[config.mk]
export PLATFORM = sky130hd
export DESIGN_NAME = my_deser_rx
export DESIGN_NICKNAME = d
export VERILOG_FILES = /design/src/rtl/my_deser_pkg.sv /design/src/rtl/my_deser_hold.sv /design/src/rtl/my_deser_rx.sv
export SDC_FILE = /design/constraint.sdc
export NUM_CORES = 1
export LEC_CHECK = 0
export ABC_AREA = 1
export CAP_MARGIN = 20
export CELL_PAD_IN_SITES_DETAIL_PLACEMENT = 1
export CELL_PAD_IN_SITES_GLOBAL_PLACEMENT = 2
export CORE_MARGIN = 3
export CORE_UTILIZATION = 32
export DETAILED_ROUTE_END_ITERATION = 8
export GPL_TIMING_DRIVEN = 0
export PLACE_DENSITY_LB_ADDON = 0.1
export SLEW_MARGIN = 20
export SYNTH_ARGS = -nofsm -noshare
export SYNTH_HDL_FRONTEND = slang
export SYNTH_HIERARCHICAL = 1
export SYNTH_SLANG_ARGS = --single-unit
[constraint.sdc]
create_clock -name clk -period 1.64 [get_ports clk]
set_input_delay 0.164 -clock clk [delete_from_list [all_inputs] [get_ports clk]]
set_output_delay 0.164 -clock clk [all_outputs]
set_load 0.03 [all_outputs]
[src/rtl/my_deser_pkg.sv]
// Shared types and constants for the single-wire serial word receiver.
// Latency: n/a (declarations only).
// Backpressure: n/a (declarations only).
// Optional parity support is enabled with the MY_DESER_RX_PARITY_EN macro.
package my_deser_pkg;

    localparam int DEFAULT_WIDTH = 16;

    // Line levels of the framed bit stream.
    localparam logic START_BIT  = 1'b0;
    localparam logic STOP_BIT   = 1'b1;
    localparam logic IDLE_LEVEL = 1'b1;

    typedef enum logic [2:0] {
        IDLE      = 3'd0,
        DATA      = 3'd1,
        STOP      = 3'd2,
        WAIT_IDLE = 3'd3
`ifdef MY_DESER_RX_PARITY_EN
        ,
        PARITY    = 3'd4
`endif
    } state_e;

endpackage

[src/rtl/my_deser_hold.sv]
// One-word holding register between the receive FSM and a valid/ready consumer.
// Latency: a loaded word is visible on out_data/out_valid one edge after load_vld.
// Backpressure: a load while full and out_ready=0 is dropped and pulses overrun for one cycle.
// Ports: clk, rst_n; load_vld/load_dat from the FSM; out_data/out_valid/out_ready to the
// consumer; overrun registered pulse.
module my_deser_hold #(
    parameter int WIDTH = 16
) (
    input  logic             clk,
    input  logic             rst_n,
    input  logic             load_vld,
    input  logic [WIDTH-1:0] load_dat,
    input  logic             out_ready,
    output logic [WIDTH-1:0] out_data,
    output logic             out_valid,
    output logic             overrun
);

    logic [WIDTH-1:0] data_q, data_d;
    logic             valid_q, valid_d;
    logic             overrun_q, overrun_d;

    always_comb begin
        data_d    = data_q;
        valid_d   = valid_q;
        overrun_d = 1'b0;
        if (load_vld) begin
            // A word leaving on this same edge frees the slot for the new one.
            if (!valid_q || out_ready) begin
                data_d  = load_dat;
                valid_d = 1'b1;
            end else begin
                overrun_d = 1'b1;
            end
        end else if (valid_q && out_ready) begin
            valid_d = 1'b0;
        end
    end

    always_ff @(posedge clk or negedge rst_n) begin
        if (!rst_n) begin
            data_q    <= '0;
            valid_q   <= 1'b0;
            overrun_q <= 1'b0;
        end else begin
            data_q    <= data_d;
            valid_q   <= valid_d;
            overrun_q <= overrun_d;
        end
    end

    assign out_data  = data_q;
    assign out_valid = valid_q;
    assign overrun   = overrun_q;

endmodule

[src/rtl/my_deser_rx.sv]
// Serial word receiver: start bit, WIDTH data bits LSB first, stop bit, one bit per clock.
// Latency: out_valid rises WIDTH+2 edges after the start-bit edge (WIDTH+3 with parity).
// Backpressure: one-word holding register; a word completing while it is full and not
// being accepted is dropped with an overrun pulse.
// Ports: clk, rst_n; serial_in line; out_data/out_valid/out_ready word port;
// frame_err, overrun (and parity_err) one-cycle pulses; busy when not IDLE.
// Build option MY_DESER_RX_PARITY_EN inserts an even-parity bit before the stop bit.
module my_deser_rx
    import my_deser_pkg::*;
#(
    parameter int WIDTH = DEFAULT_WIDTH,
    parameter int CNT_W = $clog2(WIDTH)
) (
    input  logic             clk,
    input  logic             rst_n,
    input  logic             serial_in,
    output logic [WIDTH-1:0] out_data,
    output logic             out_valid,
    input  logic             out_ready,
    output logic             frame_err,
    output logic             overrun,
    output logic             busy
`ifdef MY_DESER_RX_PARITY_EN
    ,
    output logic             parity_err
`endif
);

    state_e           state_q, state_d;
    logic [CNT_W-1:0] cnt_q, cnt_d;
    logic [WIDTH-1:0] shift_q, shift_d;
    logic             frame_err_q, frame_err_d;
    logic             word_vld;

`ifdef MY_DESER_RX_PARITY_EN
    logic             par_q, par_d;          // running XOR of data bits
    logic             par_ok_q, par_ok_d;    // sampled parity bit made the total even
    logic             parity_err_q, parity_err_d;
`endif

    always_comb begin
        state_d     = state_q;
        cnt_d       = cnt_q;
        shift_d     = shift_q;
        frame_err_d = 1'b0;
        word_vld    = 1'b0;
`ifdef MY_DESER_RX_PARITY_EN
        par_d        = par_q;
        par_ok_d     = par_ok_q;
        parity_err_d = 1'b0;
`endif
        case (state_q)
            IDLE: begin
                if (serial_in == START_BIT) begin
                    state_d = DATA;
                    cnt_d   = '0;
`ifdef MY_DESER_RX_PARITY_EN
                    par_d   = 1'b0;
`endif
                end
            end
            DATA: begin
                // Right shift: after WIDTH bits the first (LSB) bit sits in bit 0.
                shift_d = {serial_in, shift_q[WIDTH-1:1]};
                cnt_d   = cnt_q + CNT_W'(1);
`ifdef MY_DESER_RX_PARITY_EN
                par_d   = par_q ^ serial_in;
`endif
                if (cnt_q == CNT_W'(WIDTH - 1)) begin
`ifdef MY_DESER_RX_PARITY_EN
                    state_d = PARITY;
`else
                    state_d = STOP;
`endif
                end
            end
`ifdef MY_DESER_RX_PARITY_EN
            PARITY: begin
                par_ok_d = ((par_q ^ serial_in) == 1'b0);
                state_d  = STOP;
            end
`endif
            STOP: begin
`ifdef MY_DESER_RX_PARITY_EN
                // A parity mismatch is reported whatever the stop bit turns out to be.
                parity_err_d = !par_ok_q;
`endif
                if (serial_in == STOP_BIT) begin
                    state_d = IDLE;
`ifdef MY_DESER_RX_PARITY_EN
                    word_vld = par_ok_q;
`else
                    word_vld = 1'b1;
`endif
                end else begin
                    frame_err_d = 1'b1;
                    state_d     = WAIT_IDLE;
                end
            end
            WAIT_IDLE: begin
                // Low bits here belong to the broken frame and never start a new one.
                if (serial_in == IDLE_LEVEL) begin
                    state_d = IDLE;
                end
            end
            default: begin
                state_d = IDLE;
            end
        endcase
    end

    always_ff @(posedge clk or negedge rst_n) begin
        if (!rst_n) begin
            state_q     <= IDLE;
            cnt_q       <= '0;
            shift_q     <= '0;
            frame_err_q <= 1'b0;
        end else begin
            state_q     <= state_d;
            cnt_q       <= cnt_d;
            shift_q     <= shift_d;
            frame_err_q <= frame_err_d;
        end
    end

`ifdef MY_DESER_RX_PARITY_EN
    always_ff @(posedge clk or negedge rst_n) begin
        if (!rst_n) begin
            par_q        <= 1'b0;
            par_ok_q     <= 1'b0;
            parity_err_q <= 1'b0;
        end else begin
            par_q        <= par_d;
            par_ok_q     <= par_ok_d;
            parity_err_q <= parity_err_d;
        end
    end

    assign parity_err = parity_err_q;
`endif

    my_deser_hold #(
        .WIDTH (WIDTH)
    ) u_hold (
        .clk       (clk),
        .rst_n     (rst_n),
        .load_vld  (word_vld),
        .load_dat  (shift_q),
        .out_ready (out_ready),
        .out_data  (out_data),
        .out_valid (out_valid),
        .overrun   (overrun)
    );

    assign frame_err = frame_err_q;
    assign busy      = (state_q != IDLE);

endmodule
* Yosys cells after proc, flatten, opt, wreduce, memory -nomap -nowiden
Index checks and enable logic that the tools add are counted.
Cells by class: add/subtract/negate cells 1, equality and inequality tests 8, mux-type cells 16, reduce and logical (&&, ||, !) cells 11
Operators by type and width (number):
- 3-bit one-hot mux with 4 select lines | 1
- 1-bit 2-to-1 mux | 9
- 3-bit 2-to-1 mux | 3
- 2-bit inequality test, second input constant | 4
- 4-bit one-hot mux with 2 select lines | 1
- 3-bit by 2-bit == test with 1-bit output, second input constant | 2
- 2-bit AND reduction | 3
- 4-bit by 1-bit adder with 4-bit output, second input constant | 1
- 4-bit == test, second input constant | 1
- 4-bit 2-to-1 mux | 1
- 2-bit nonzero test | 2
- 3-bit by 1-bit == test with 1-bit output, second input constant | 1
- 3-bit logical NOT | 1
- 3-bit AND reduction | 1
- 3-bit nonzero test | 1
- 2-bit 2-to-1 mux | 1
- 1-bit logical AND | 1
- 1-bit logical NOT | 1
- 1-bit logical OR | 1
Word-level totals: register bits 42, input bits 4, output and inout port bits 20, word-level logic and storage cells 43

* Longest topological paths before layout
Gate-level depths: netlist (run 1).
word-level depth 4, depth in mapped cells 8, gate-level depth less buffers 6

* Modules after synthesis
Netlist (run 1), hierarchy kept.
Modules (own cells, without submodules):
- my_deser_rx | instances 1, cells each 98, area each 914.6 um^2, sequential area each 575.6 um^2
- my_deser_hold | instances 1, cells each 76, area each 721.9 um^2, sequential area each 450.4 um^2

* Worst setup path before layout (run 1)
Ideal clock, no wire load.
kind register -> register, start reg state_q[0], end reg u_hold.data_q[0], in the netlist u_hold/out_data[0], library setup time 0.118 ns, arrival time 1.032 ns, data required time 1.522 ns, setup slack 0.491 ns, stages on the path, launching flop included 9, buffers on the path 2, period minus slack after synthesis 1.149 ns, cell sequence dfrtp_1 > inv_2 > nand2_1 > nor2_1 > buf_4 > nand2_4 > buf_6 > nand2_1 > nand2_1
On the way: word-level cells in the longest chain between the ends 3
RTL lines:
- from (decl) | line my_deser_rx.sv:29 | state_e state_q, state_d;
- from (signal assigned) | line my_deser_rx.sv:119 | state_q <= state_d;
- 3-bit by 2-bit == test with 1-bit output | line my_deser_rx.sv:52 | case (state_q)
- 1-bit 2-to-1 mux | line my_deser_rx.sv:52
- via word_vld | line my_deser_rx.sv:33 | logic word_vld;
- 2-bit AND reduction (no line)
- to (signal assigned) | line my_deser_hold.sv:46 | data_q <= data_d;
- to (decl) | line my_deser_hold.sv:19 | logic [WIDTH-1:0] data_q, data_d;
The timed path passes the listed nets, and every way through them passes these cells. A chain may end at the register's enable or synchronous reset.

* Worst setup path after layout (run 1)
start reg u_hold.valid_q, in the netlist u_hold/out_valid, end out out_valid
RTL lines:
- from (decl) | line my_deser_hold.sv:20 | logic valid_q, valid_d;
- from (signal assigned) | line my_deser_hold.sv:47 | valid_q <= valid_d;
- to (decl) | line my_deser_rx.sv:18 | output logic out_valid,
No word-level cell between the ends.

==> results.py, run 1 <==
metrics = {
    "global_route": {
        "grt_pass1_vias": 1362,
        "grt_antenna_before_repair": 0,
        "grt_use_total": 0.1353,
        "grt_max_degree": 25,
        "grt_pass1_wl_um": 6417,
        "grt_overflow": 0,
    },
    "final_layout": {
        "n_fill_cell": 569,
        "antennaDiodeCount": 0,
        "drive_gt1_frac": 0.1111,
        "nets": 211,
        "syn_to_final_growth_pct": 27.29,
    },
    "clock_tree": {
        "clockBufferDepth": 2,
        "cts_sinks": 41,
        "post_cts_buffers": 0,
        "path_clk_slew_ns": 0.07,
        "htree_levels": 2,
        "cts_root_buf": "clkbuf_8",
        "insertion_delay_ns": 0.29,
        "numCtsBuffers": 5,
        "cts_tree": "yes",
    },
    "timing": {
        "rsz0062_at_grt": "false",
        "hold_viol_final": 0,
        "max_slew_margin": 0.6990,
        "hold_ws_ns": 0.3513,
        "fin_crit_ns": 1.540,
        "slew_viol_final": 0,
        "clock.fmax_mhz": 649.5,
        "final.setup.worst_slack_ns": 0.1004,
        "fin_worst_skew_ns": 0.003660,
        "fin_crit_sh": 0.9388,
        "finalSetupViolCount": 0,
        "worst_slew_pin_slew_ns": 0.4514,
    },
    "logic_synthesis": {
        "yosysSeqAreaShare": 0.6269,
        "synth-seq-cells": 41,
        "ys_warn_count": 6,
        "netlist_area_um2": 1637,
        "synth_nets": 179,
        "avgSynthCellArea_um2": 9.406,
        "synth.distinct_cells": 15,
        "synthCells": 174,
    },
    "power_and_ir_drop": {
        "p_switching_uw": 1555,
        "intPower_uw": 2338,
        "p_leak_uw": 0.001038,
        "comb_power_share": 0.405,
        "seq_power_share": 0.411,
        "swShare": 0.3995,
        "ir_worst_vdd_v": 0.0007074,
        "pwr_density_cell_nw_per_um2": 1869,
        "clock_power_share": 0.184,
    },
    "die": {
        "std_cell_rows": 25,
        "die_h_um": 77.52,
        "dieArea_um2": 6009,
        "num_io_pins": 24,
        "start_util": 0.3397,
        "die_w_um": 77.52,
        "core-area_um2": 4817,
    },
    "route": {
        "detail_route.first_pass.iterations": 4,
        "vias": 1230,
        "wl_per_cell_um": 13.07,
        "postRouteAntennaNets": 0,
        "vias_per_cell": 4.489,
        "drc": 0,
        "drt_iter0_drc": 20,
        "routed_wl_um": 3580,
    },
    "run_status": {
        "status": "completed",
    },
    "critical_path": {
        "slowest_delay_ns": 0.69,
        "critical_path.slowest_cell": "clkdlybuf4s50_1",
        "cp.arrival_ns": 1.38,
        "critPathBufInv": 1,
        "critPathRequiredTime_ns": 1.48,
        "cp_cell_sequence": "clkdlybuf4s50_1",
        "worst-setup-path-type": "reg -> out",
        "cp_max_fo": 2,
        "startpoint_type": "register",
        "critPathTopFamily": "buffers and inverters",
        "endpoint_kind": "primary output",
    },
    "placement": {
        "dp_slack_ns": 0.03258,
        "gp_congestion": 0.6964,
        "io_buffers": 23,
        "dp_hpwl_um": 2604,
    },
    "hold_path": {
        "hold_class": "in -> async",
    },
    "run": {
        "cap_violations": 0,
    },
}
power by group through the flow:
stage	Sequential (µW)	Combinational [µW]	Clock (µW)
6_report	1600	1580	717
5_1_grt	1660	1760	790
4_1_cts	1610	1610	744
3_5_place_dp	1630	1620	0
3_3_place_gp	1610	1560	0
2_1_floorplan	1890	702	0
Yosys cell counts:
cell type,number,area [µm²]
dfrtp_1,41,1026
clkbuf_2,2,10.01
nand3_1,20,100.1
inv_1,12,45.04
nor2_1,3,11.26
nor2_2,1,6.260
nand2_1,62,232.7
buf_4,5,37.54
buf_6,1,11.26
nand2_4,2,22.52
inv_2,2,7.510
o21ai_0,20,100.1
nor3_1,1,5.000
xnor2_1,1,8.760
ha_1,1,12.51
what timing repair did:
action | in CTS | in global routing
gates resized for setup | 1 | 0
endpoints found under the hold margin | 17 | 0
hold buffers | 1 | 0
endpoints found under the setup margin | 1 | 0
layer usage:
metal,GRT usage,vias to the layer above,wire [µm]
li1,-,610,-
met1,0.1501,588,1591
met2,0.2487,22,1784
met3,0.02900,10,131
met4,0.05516,0,73
met5,0,-,0
registers in the layout (all words and copies together) (netlist names):
| signal | cells |
|---|---|
| cnt_q | 4 |
| frame_err | 1 |
| shift_q | 16 |
| state_q | 2 |
| u_hold/out_data | 16 |
| u_hold/out_valid | 1 |
| u_hold/overrun | 1 |
cell usage in the layout, fill, tap and decap left out:
| cell type | count |
|---|---|
| nand2_1 | 62 |
| dfrtp_1 | 41 |
| clkdlybuf4s50_1 | 21 |
| nand3_1 | 20 |
| o21ai_0 | 20 |
| inv_1 | 12 |
| clkbuf_8 | 7 |
| buf_4 | 5 |
| nor2_1 | 3 |
| inv_2 | 2 |
| clkbuf_2 | 2 |
| nand2_4 | 2 |
| nor3_1 | 1 |
| nor2_2 | 1 |
| xnor2_1 | 1 |
| ha_1 | 1 |
| clkinv_2 | 1 |
| dlygate4sd3_1 | 1 |
| buf_2 | 1 |
| buf_16 | 1 |
| dlygate4sd2_1 | 1 |
| buf_6 | 1 |
per-stage QoR:
stage / instances / area [µm²] / TNS [ns] / util / total power [µW]
floorplan: 174 / 1637 / 0 / - / 2589
global placement: 264 / 1951 / -24.51 / 0.4049 / 3173
detailed placement: 265 / 1973 / 0 / 0.4096 / 3243
CTS: 274 / 2083 / 0 / 0.4325 / 3964
global route: 274 / 2083 / 0 / 0.4325 / 4211
finish: 274 / 2083 / 0 / 0.4325 / 3893
path summary, 6_finish.rpt:
kind                                     startpoint                  end  slack (ns)  depth (start not counted)
worst max-delay path               u_hold/out_valid            out_valid        0.10                          1
worst min-delay path                          rst_n   u_hold/out_data[5]        0.35                          2
worst max register to register           state_q[0]   u_hold/out_data[0]        0.33                          8
worst min register to register  u_hold/out_data[10]  u_hold/out_data[10]        0.47                          2
max in group asynchronous                     rst_n          shift_q[15]        0.81                          3
min in group clk                u_hold/out_data[10]  u_hold/out_data[10]        0.47                          2
area by class of cell:
cell class,instances,area [µm²],area share
repair buffers,25,261.5,0.1255
clock inverters,1,5.005,0.002402
clock buffers,7,96.34,0.04625
flip-flops and latches,41,1026,0.4925
well taps,67,83.83,0.04024
multi-input cells,111,499.2,0.2396
inverters,14,52.55,0.02523
plain buffers,8,58.81,0.02823
logic make-up after synthesis:
logic type                 Yosys count  share of synthesized area
xor gates and xnor gates             1                   0.005353
buffers and inverters               22                    0.06804
and+or+nand+nor                     89                     0.2309
adders and majority gates            1                   0.007644
AOI/OAI and AO/OA                   20                    0.06116
DFF                                 41                     0.6269
Power figures use the tool's default switching activity.
==> inputs of run 2 (changes only) <==
--- a/config.mk
+++ b/config.mk
@@ -11,6 +11,7 @@
 export CELL_PAD_IN_SITES_GLOBAL_PLACEMENT = 2
 export CORE_MARGIN = 3
 export CORE_UTILIZATION = 32
+export CTS_BUF_LIST = sky130_fd_sc_hd__clkbuf_16
 export DETAILED_ROUTE_END_ITERATION = 8
 export GPL_TIMING_DRIVEN = 0
 export PLACE_DENSITY_LB_ADDON = 0.1
==> run 2 against run 1 <==
Compared with the run above: clock skew fell by 0.0013 ns; non-clock buffer count did not move; clock-buffer cell count fell by 2; critical path type unchanged; largest power group unchanged; sequential cell count did not move; cell count did not move; cell area rose by 1.9%; register-to-register slack barely moved; worst hold slack improved by 0.014 ns; power rose by 5.3%; critical path depth did not move.
==> results.py, run 2 (synthesis results as in run 1) <==
metrics = {
    "critical_path": {
        "startpoint_type": "register",
        "cp_cell_sequence": "clkdlybuf4s50_1",
        "endpoint_kind": "primary output",
        "r2r_slack_ns": 0.33,
        "worst-setup-path-type": "reg -> out",
        "slowest_delay_ns": 0.69,
        "r2r_start": "state_q[0]",
        "cp.arrival_ns": 1.36,
        "critical_path.slowest_cell": "clkdlybuf4s50_1",
        "critPathRequiredTime_ns": 1.48,
        "timing.rr.end": "u_hold/out_data[0]",
        "worstRegToRegCells": 8,
        "cp_max_fo": 2,
        "critPathTopFamily": "buffers and inverters",
        "critPathBufInv": 1,
    },
    "timing": {
        "fin_crit_sh": 0.9284,
        "final.setup.worst_slack_ns": 0.1173,
        "worst_slew_pin_slew_ns": 0.4496,
        "finalSetupViolCount": 0,
        "slew_viol_final": 0,
        "rsz0062_at_grt": "false",
        "fin_worst_skew_ns": 0.002318,
        "hold_viol_final": 0,
        "fin_crit_ns": 1.523,
        "clock.fmax_mhz": 656.7,
        "max_slew_margin": 0.7003,
    },
    "power_and_ir_drop": {
        "pwr_density_cell_nw_per_um2": 1931,
        "ir_worst_vdd_v": 0.0007083,
        "p_leak_uw": 0.001057,
    },
    "final_layout": {
        "nets": 211,
        "n_fill_cell": 573,
        "syn_to_final_growth_pct": 29.74,
        "multi_input_area_um2": 499.2,
        "drive_gt1_frac": 0.1014,
        "regArea_um2": 1026,
        "layout_commonest_cell": "nand2_1",
        "fin_util": 0.4408,
        "antennaDiodeCount": 0,
        "final_cells": 274,
        "final_cell_mix": "62 x nand2_1, 41 x dfrtp_1, 21 x clkdlybuf4s50_1",
    },
    "placement": {
        "dp_hpwl_um": 2604,
        "io_buffers": 23,
        "gp_congestion": 0.6964,
        "dp.cells": 265,
        "dp_slack_ns": 0.03258,
    },
    "route": {
        "detail_route.first_pass.iterations": 4,
        "postRouteAntennaNets": 0,
        "vias": 1243,
        "routed_wl_um": 3585,
        "drt_iter0_drc": 31,
        "drc": 0,
        "wl_per_cell_um": 13.08,
        "vias_per_cell": 4.536,
    },
    "global_route": {
        "grtUsageMet2": 0.2478,
        "grt_max_degree": 25,
        "grt-busiest-layer": "met2",
        "grt_antenna_before_repair": 0,
        "grtUsageMet3": 0.02900,
        "grt_overflow": 0,
        "grt_use_total": 0.1348,
        "grt_pass1_vias": 1370,
        "use_met1": 0.1494,
        "grt_pass1_wl_um": 6396,
    },
    "die": {
        "num_io_pins": 24,
        "core-area_um2": 4817,
        "die_w_um": 77.52,
        "std_cell_rows": 25,
        "die_h_um": 77.52,
        "dieArea_um2": 6009,
        "start_util": 0.3397,
    },
    "run_status": {
        "status": "completed",
    },
    "hold_path": {
        "hold_class": "in -> async",
    },
    "clock_tree": {
        "insertion_delay_ns": 0.28,
        "post_cts_buffers": 0,
        "path_clk_slew_ns": 0.06,
        "cts_root_buf": "clkbuf_16",
        "clockBufferDepth": 2,
        "htree_levels": 2,
        "numCtsBuffers": 5,
        "cts_sinks": 41,
        "cts_tree": "yes",
    },
    "run": {
        "cap_violations": 0,
    },
}
run 2: cell count changes in the layout (fill, tap and decap cells not counted), sizes merged:
cell	change
clkbuf	-2
clkinv	+2
dlygate4sd2	-1
dlymetal6s2s	+1
run 2: how the worst max path moves through the flow:
stage                          start                 end  slack (ns)  cells after the start
floorplan                 state_q[0]  u_hold/out_data[0]        0.49                      8
global placement               rst_n  u_hold/out_data[0]       -0.60                      1
detailed placement         serial_in  u_hold/out_data[0]        0.03                      8
CTS                       state_q[0]                busy       0.001                      3
global route        u_hold/out_valid           out_valid        0.08                      1
finish              u_hold/out_valid           out_valid        0.12                      1
run 2: power by group:
group          total, µW  switching [µW]  internal [µW]
sequential          1610             230           1380
clock                911             362            549
combinational       1580             992            592
total               4100            1580           2520
run 2: routing by layer:
metal | wire length, µm | part of all wire
met3 | 109 | 0.030
met1 | 1625 | 0.45
met5 | 0 | 0
met4 | 76 | 0.021
met2 | 1773 | 0.49
run 2: final cells by class:
type	count	share of cell area
plain buffers	8	0.02770
clock buffers	5	0.05893
clock inverters	3	0.005893
inverters	14	0.02475
multi-input cells	111	0.2351
flip-flops and latches	41	0.4832
well taps	67	0.03948
repair buffers	25	0.1249
run 2: metrics by stage:
stage / cell area, µm² / TNS, ns / hold WS (ns) / total power [µW]
3_5_place_dp: 1973 / 0 / 0.1381 / 3243
4_1_cts: 2121 / 0 / 0.3800 / 4179
3_3_place_gp: 1951 / -24.51 / 0.4532 / 3173
5_1_grt: 2123 / 0 / 0.4116 / 4416
6_report: 2123 / 0 / 0.3651 / 4100
2_1_floorplan: 1637 / 0 / -0.1316 / 2589
run 2: timing repair:
action                                 CTS  global route
hold buffers                             1             0
resized for setup                        0             1
endpoints found under the hold margin   17             0
setup endpoints to repair                0             1
==> edit 1: new RTL, config.mk and constraints of run 1 <==
Set the package constant `DEFAULT_WIDTH` to 32 (it was 16).
--- a/src/rtl/my_deser_pkg.sv
+++ b/src/rtl/my_deser_pkg.sv
@@ -6,3 +6,3 @@
 
-    localparam int DEFAULT_WIDTH = 16;
+    localparam int DEFAULT_WIDTH = 32;
 
Ports: changed (resized out_data); port bits go from 24 to 40. The function was not compared with the original's and may differ.
==> edit 1 against run 1 <==
Sequential cell count grew 33. Final area grew 88%. Total power grew 73%. Non-clock buffer count grew 25. Worst setup slack lost 0.014 ns. Clock power grew 130%. Count of clock-buffer cells in the layout grew 5. Area after synthesis grew 89%. Maximum frequency shrank 0.89%. Via count grew 82%. Routed wire length grew 95%. Critical endpoint is now out_data[22]. Highest routed layer unchanged.
==> edit 1: results (changes against run 1) <==
Outcome: completed
Worst-Skew Late Latency: 0.35 ns (+0.06 ns)
Syn_area_per_cell: 10.0 µm² (+6.3%)
Port bufs: 39 (+70%)
WL/cell: 14.1 µm (+7.7%)
DPL Wire Length: 4690 µm (+80%)
H-tree depth: 3 (+1)
Share of layout cells above drive strength 1: 0.191 (+0.0801)
Antenna violations before repair: 0 (unchanged)
Top cells by area, synth: dfrtp_1, nand2_1, nand3_1
Placed cell count: 478 (+80%)
Diodes inserted: 0 (unchanged)
Global Route Usage Sum: 0.139 (+0.00421)
Unique masters post-synth: 21 (+6)
Critical path's top delay family: buffers and inverters
Slowest cell on the critical path: clkdlybuf4s50_1
Sequential area share after synthesis: 0.599 (-0.0277)
Clock root buffer master: clkbuf_8
First-pass GRT wire length: 12300 µm (+91%)
Vias in the first global route: 2434 (+79%)
Worst-path fanout max: 2 (unchanged)
Starting DRT DRC Count: 82 (+310%)
Crit path DAT: 1.39 ns
Worst path max stage delay: 0.68 ns
Worst-path clk slew: 0.08 ns
Syn nets: 315 (+76%)
CTS Buf Count: 9 (+4)
Post-Place Cell Area: 3670 µm² (+86%)
Synth top cells by count: nand2_1, dfrtp_1, nand3_1, inv_1, o21ai_0
Yosys Warn Count: 6 (unchanged)
Synth Flop Type: dfrtp_1
Slew Limit Headroom: 0.745 (+0.0464)
Hold/Removal Path Class: in2async
Post-synth ARST share: 1.00 (unchanged)
Via count: 2235 (+82%)
Setup slack after placement: -0.0372 ns (-0.0698 ns)
Fill count: 1072 (+88%)
Overflow after GRT: 0 (unchanged)
Peak VDD IR: 0.000671 V (-5.1%)
Nets: 367 (+74%)
Largest net degree at the start of global routing: 50 (+100%)
Routed wire length: 6970 µm (+95%)
DR pass1 iterations: 4 (unchanged)
Worst Skew: 0.0126 ns (+0.00896 ns)
Setup Buffers After CTS: 0 (unchanged)
Placer Congestion: 0.701 (+0.66%)
Leakage: 1.95 nW (+88%)
CTS max path bufs: 2 (unchanged)
edit 1: stage by stage:
step                 util  hold slack [ns]  power (W)
floorplan               -           -0.132    0.00438
global placement    0.390            0.455    0.00506
detailed placement  0.393            0.107    0.00514
CTS                 0.420            0.271    0.00684
global route        0.420            0.302    0.00724
finish              0.420            0.282    0.00673
edit 1: kinds of logic after synthesis:
family                   after synthesis  share of synthesized area
AO/OA/AOI/OAI                         36                     0.0789
buffers and inverters                 40                     0.0899
adder cells (fa/ha/maj)                2                    0.00810
flip-flops                            74                      0.599
AND/OR/NAND/NOR                      157                      0.224
edit 1: power breakdown:
| part | internal (W) | total (W) | switching [W] |
|---|---|---|---|
| Sequential | 0.00238 | 0.00276 | 0.000379 |
| Clock | 0.000980 | 0.00168 | 0.000696 |
| Combinational | 0.000969 | 0.00229 | 0.00132 |
edit 1: cell type report:
| type | instances | area (µm²) | area share |
|---|---|---|---|
| inverters | 23 | 86.3 | 0.0220 |
| well taps | 129 | 161 | 0.0412 |
| multi-input cells | 195 | 961 | 0.245 |
| plain buffers | 17 | 191 | 0.0489 |
| repair buffers | 41 | 427 | 0.109 |
| clock inverters | 4 | 72.6 | 0.0185 |
| flip-flops and latches | 74 | 1850 | 0.473 |
| clock buffers | 12 | 165 | 0.0422 |
edit 1: final timing paths:
check                                                start                         endpoint  slack, ns  cells past startpoint
max reg2reg                         state_q[1]$_DFFE_PN0P_  u_hold/out_data[12]$_DFFE_PN0P_       0.23                      6
max in group asynchronous                            rst_n          shift_q[15]$_DFFE_PN0P_       0.78                      3
max                        u_hold/out_data[22]$_DFFE_PN0P_                     out_data[22]       0.09                      1
min in group clk                                 serial_in              frame_err$_DFF_PN0_       0.41                      2
min reg2reg                 u_hold/out_data[1]$_DFFE_PN0P_   u_hold/out_data[1]$_DFFE_PN0P_       0.47                      2
min                                                  rst_n  u_hold/out_data[23]$_DFFE_PN0P_       0.28                      2
edit 1: repair_timing:
| action | 4_1_cts | 5_1_grt |
|---|---|---|
| endpoints found under the setup margin | 1 | 1 |
| hold buffers | 1 | 0 |
| resized for setup | 1 | 1 |
| endpoints found under the hold margin | 25 | 0 |
edit 1: routing by layer:
layer,GRT usage,share of wire,vias to the layer above
li1,-,-,1078
met1,0.185,0.50,1105
met2,0.225,0.46,41
met3,0.0279,0.026,11
met4,0.0541,0.018,0
met5,0,0,-
==> edit 2: new RTL, settings of run 1 <==
Made on the original files. Put a register stage on the output `overrun`, cleared by the reset. The value now appears one clock later. The other outputs are not delayed to match. Comments in the files are not updated.
--- a/src/rtl/my_deser_rx.sv
+++ b/src/rtl/my_deser_rx.sv
@@ -27,2 +27,4 @@
 );
+
+    logic overrun_c;
 
@@ -151,3 +153,3 @@
         .out_valid (out_valid),
-        .overrun   (overrun)
+        .overrun   (overrun_c)
     );
@@ -157,2 +159,10 @@
 
+    always_ff @(posedge clk or negedge rst_n) begin
+        if (!rst_n) begin
+            overrun <= '0;
+        end else begin
+            overrun <= overrun_c;
+        end
+    end
+
 endmodule
Check against the original RTL: same outputs for any inputs over 10 cycles, from zero or initial values and one cycle with rst_n low; that may be too few to reach the edited logic, so the function may still have changed.
==> edit 2 against run 1 <==
Total power fell by 1.8%. Final area down 0.24%. Critical path depth did not move. Area after synthesis rose by 1.5%. Routed wire length decreased by 0.59%. Sequential cell count rose by 1. Clock power is 12% lower. Worst setup slack worse by 0.0012 ns. Worst hold slack got worse by 0.0086 ns.
==> edit 2: results (changes against run 1) <==
Outcome: completed
DR pass1 iterations: 4 (unchanged)
Worst path max stage delay: 0.69 ns (about the same)
Global Route Usage Sum: 0.137 (+0.00163)
Top cells by area, synth: dfrtp_1, nand2_1, nand3_1
CTS Buf Count: 5 (unchanged)
Met2 Use GR: 0.237 (-0.0115)
Worst r2r src: state_q[0]$_DFFE_PN0P_
Worst-path fanout max: 2 (unchanged)
Placer Congestion: 0.712 (+2.2%)
Worst Hold Slack: 0.343 ns (-0.00861 ns)
Internal Power: 0.00227 W (-3.1%)
Sequential area share after synthesis: 0.633 (+0.00562)
Port bufs: 23 (unchanged)
Clk power: 0.000632 W (-12%)
Setup slack after placement: 0.0590 ns (+0.0264 ns)
Clock Power Share: 0.165 (-0.019)
Wire length on met3: 143 µm (+9.2%)
Crit path DAT: 1.38 ns (about the same)
Post-synth ARST share: 1.00 (unchanged)
GR Layer Usage met1: 0.158 (+0.00798)
DPL Wire Length: 2580 µm (-0.93%)
Via count: 1214 (-1.3%)
Routed wire length: 3560 µm (-0.59%)
Critical path's top delay family: buffers and inverters
Met2 WL: 1780 µm (-0.22%)
Leakage: 1.04 nW (about the same)
Crit Reg-Reg Endpoint: u_hold/out_data[14]$_DFFE_PN0P_
Peak VDD IR: 0.000579 V (-18%)
Comb power: 0.00157 W
Met1 WL: 1570 µm (-1.6%)
Final Util: 0.426 (-0.00657)
Tightest Pin Transition: 0.427 ns (-0.0242 ns)
Met3 Usage GRT: 0.0378 (+0.00884)
Vias per cell: 4.43 (-1.3%)
H-tree depth: 2 (unchanged)
First-pass GRT wire length: 6470 µm (+0.86%)
Syn Inst Count: 175 (+0.57%)
Top sig layer: met4
Placed cell count: 266 (+0.38%)
Crit path from: u_hold/out_valid$_DFFE_PN0P_
Share of layout cells above drive strength 1: 0.106 (-0.00483)
Hold/Removal Path Class: in2async
Synth top cells by count: nand2_1, dfrtp_1, nand3_1, o21ai_0, inv_1
Vias in the first global route: 1379 (+1.2%)
Nets: 212 (+0.47%)
Syn nets: 180 (+0.56%)
Diodes inserted: 0 (unchanged)
Crit path to: out_valid
Antenna violations before repair: 0 (unchanged)
Fill count: 552 (-3.0%)
Post-CTS Resized: 1 (unchanged)
Fin crit share: 0.940 (about the same)
Worst Skew: 0.00530 ns (+0.00164 ns)
Clock root buffer master: clkbuf_8
Largest net degree at the start of global routing: 26 (+4.0%)
Overflow after GRT: 0 (unchanged)
Starting DRT DRC Count: 41 (+110%)
Post-Place Cell Area: 1990 µm² (+0.89%)
[edit 2: cell count changes in the layout (fill, tap and decap cells not counted), sizes merged]
cell,run 1,this run
dfrtp,41,42
clkbuf,9,7
clkinv,1,2
[edit 2: kinds of logic (layout without fill, tap and decap cells)]
group / Yosys count / after routing / share of synthesized area
flops: 42 / 42 / 0.633
compound gates: 20 / 20 / 0.0602
buf+inv: 22 / 54 / 0.0670
fa+ha+maj: 1 / 1 / 0.00753
xor+xnor: 1 / 1 / 0.00527
simple gates: 89 / 89 / 0.227
[edit 2: area by class of cell]
class / instances / area share
Sequential cell: 42 / 0.506
Multi-Input combinational cell: 111 / 0.240
Timing Repair Buffer: 25 / 0.122
Tap cell: 67 / 0.0403
Clock buffer: 5 / 0.0331
Buffer: 8 / 0.0283
Inverter: 14 / 0.0253
Clock inverter: 2 / 0.00482
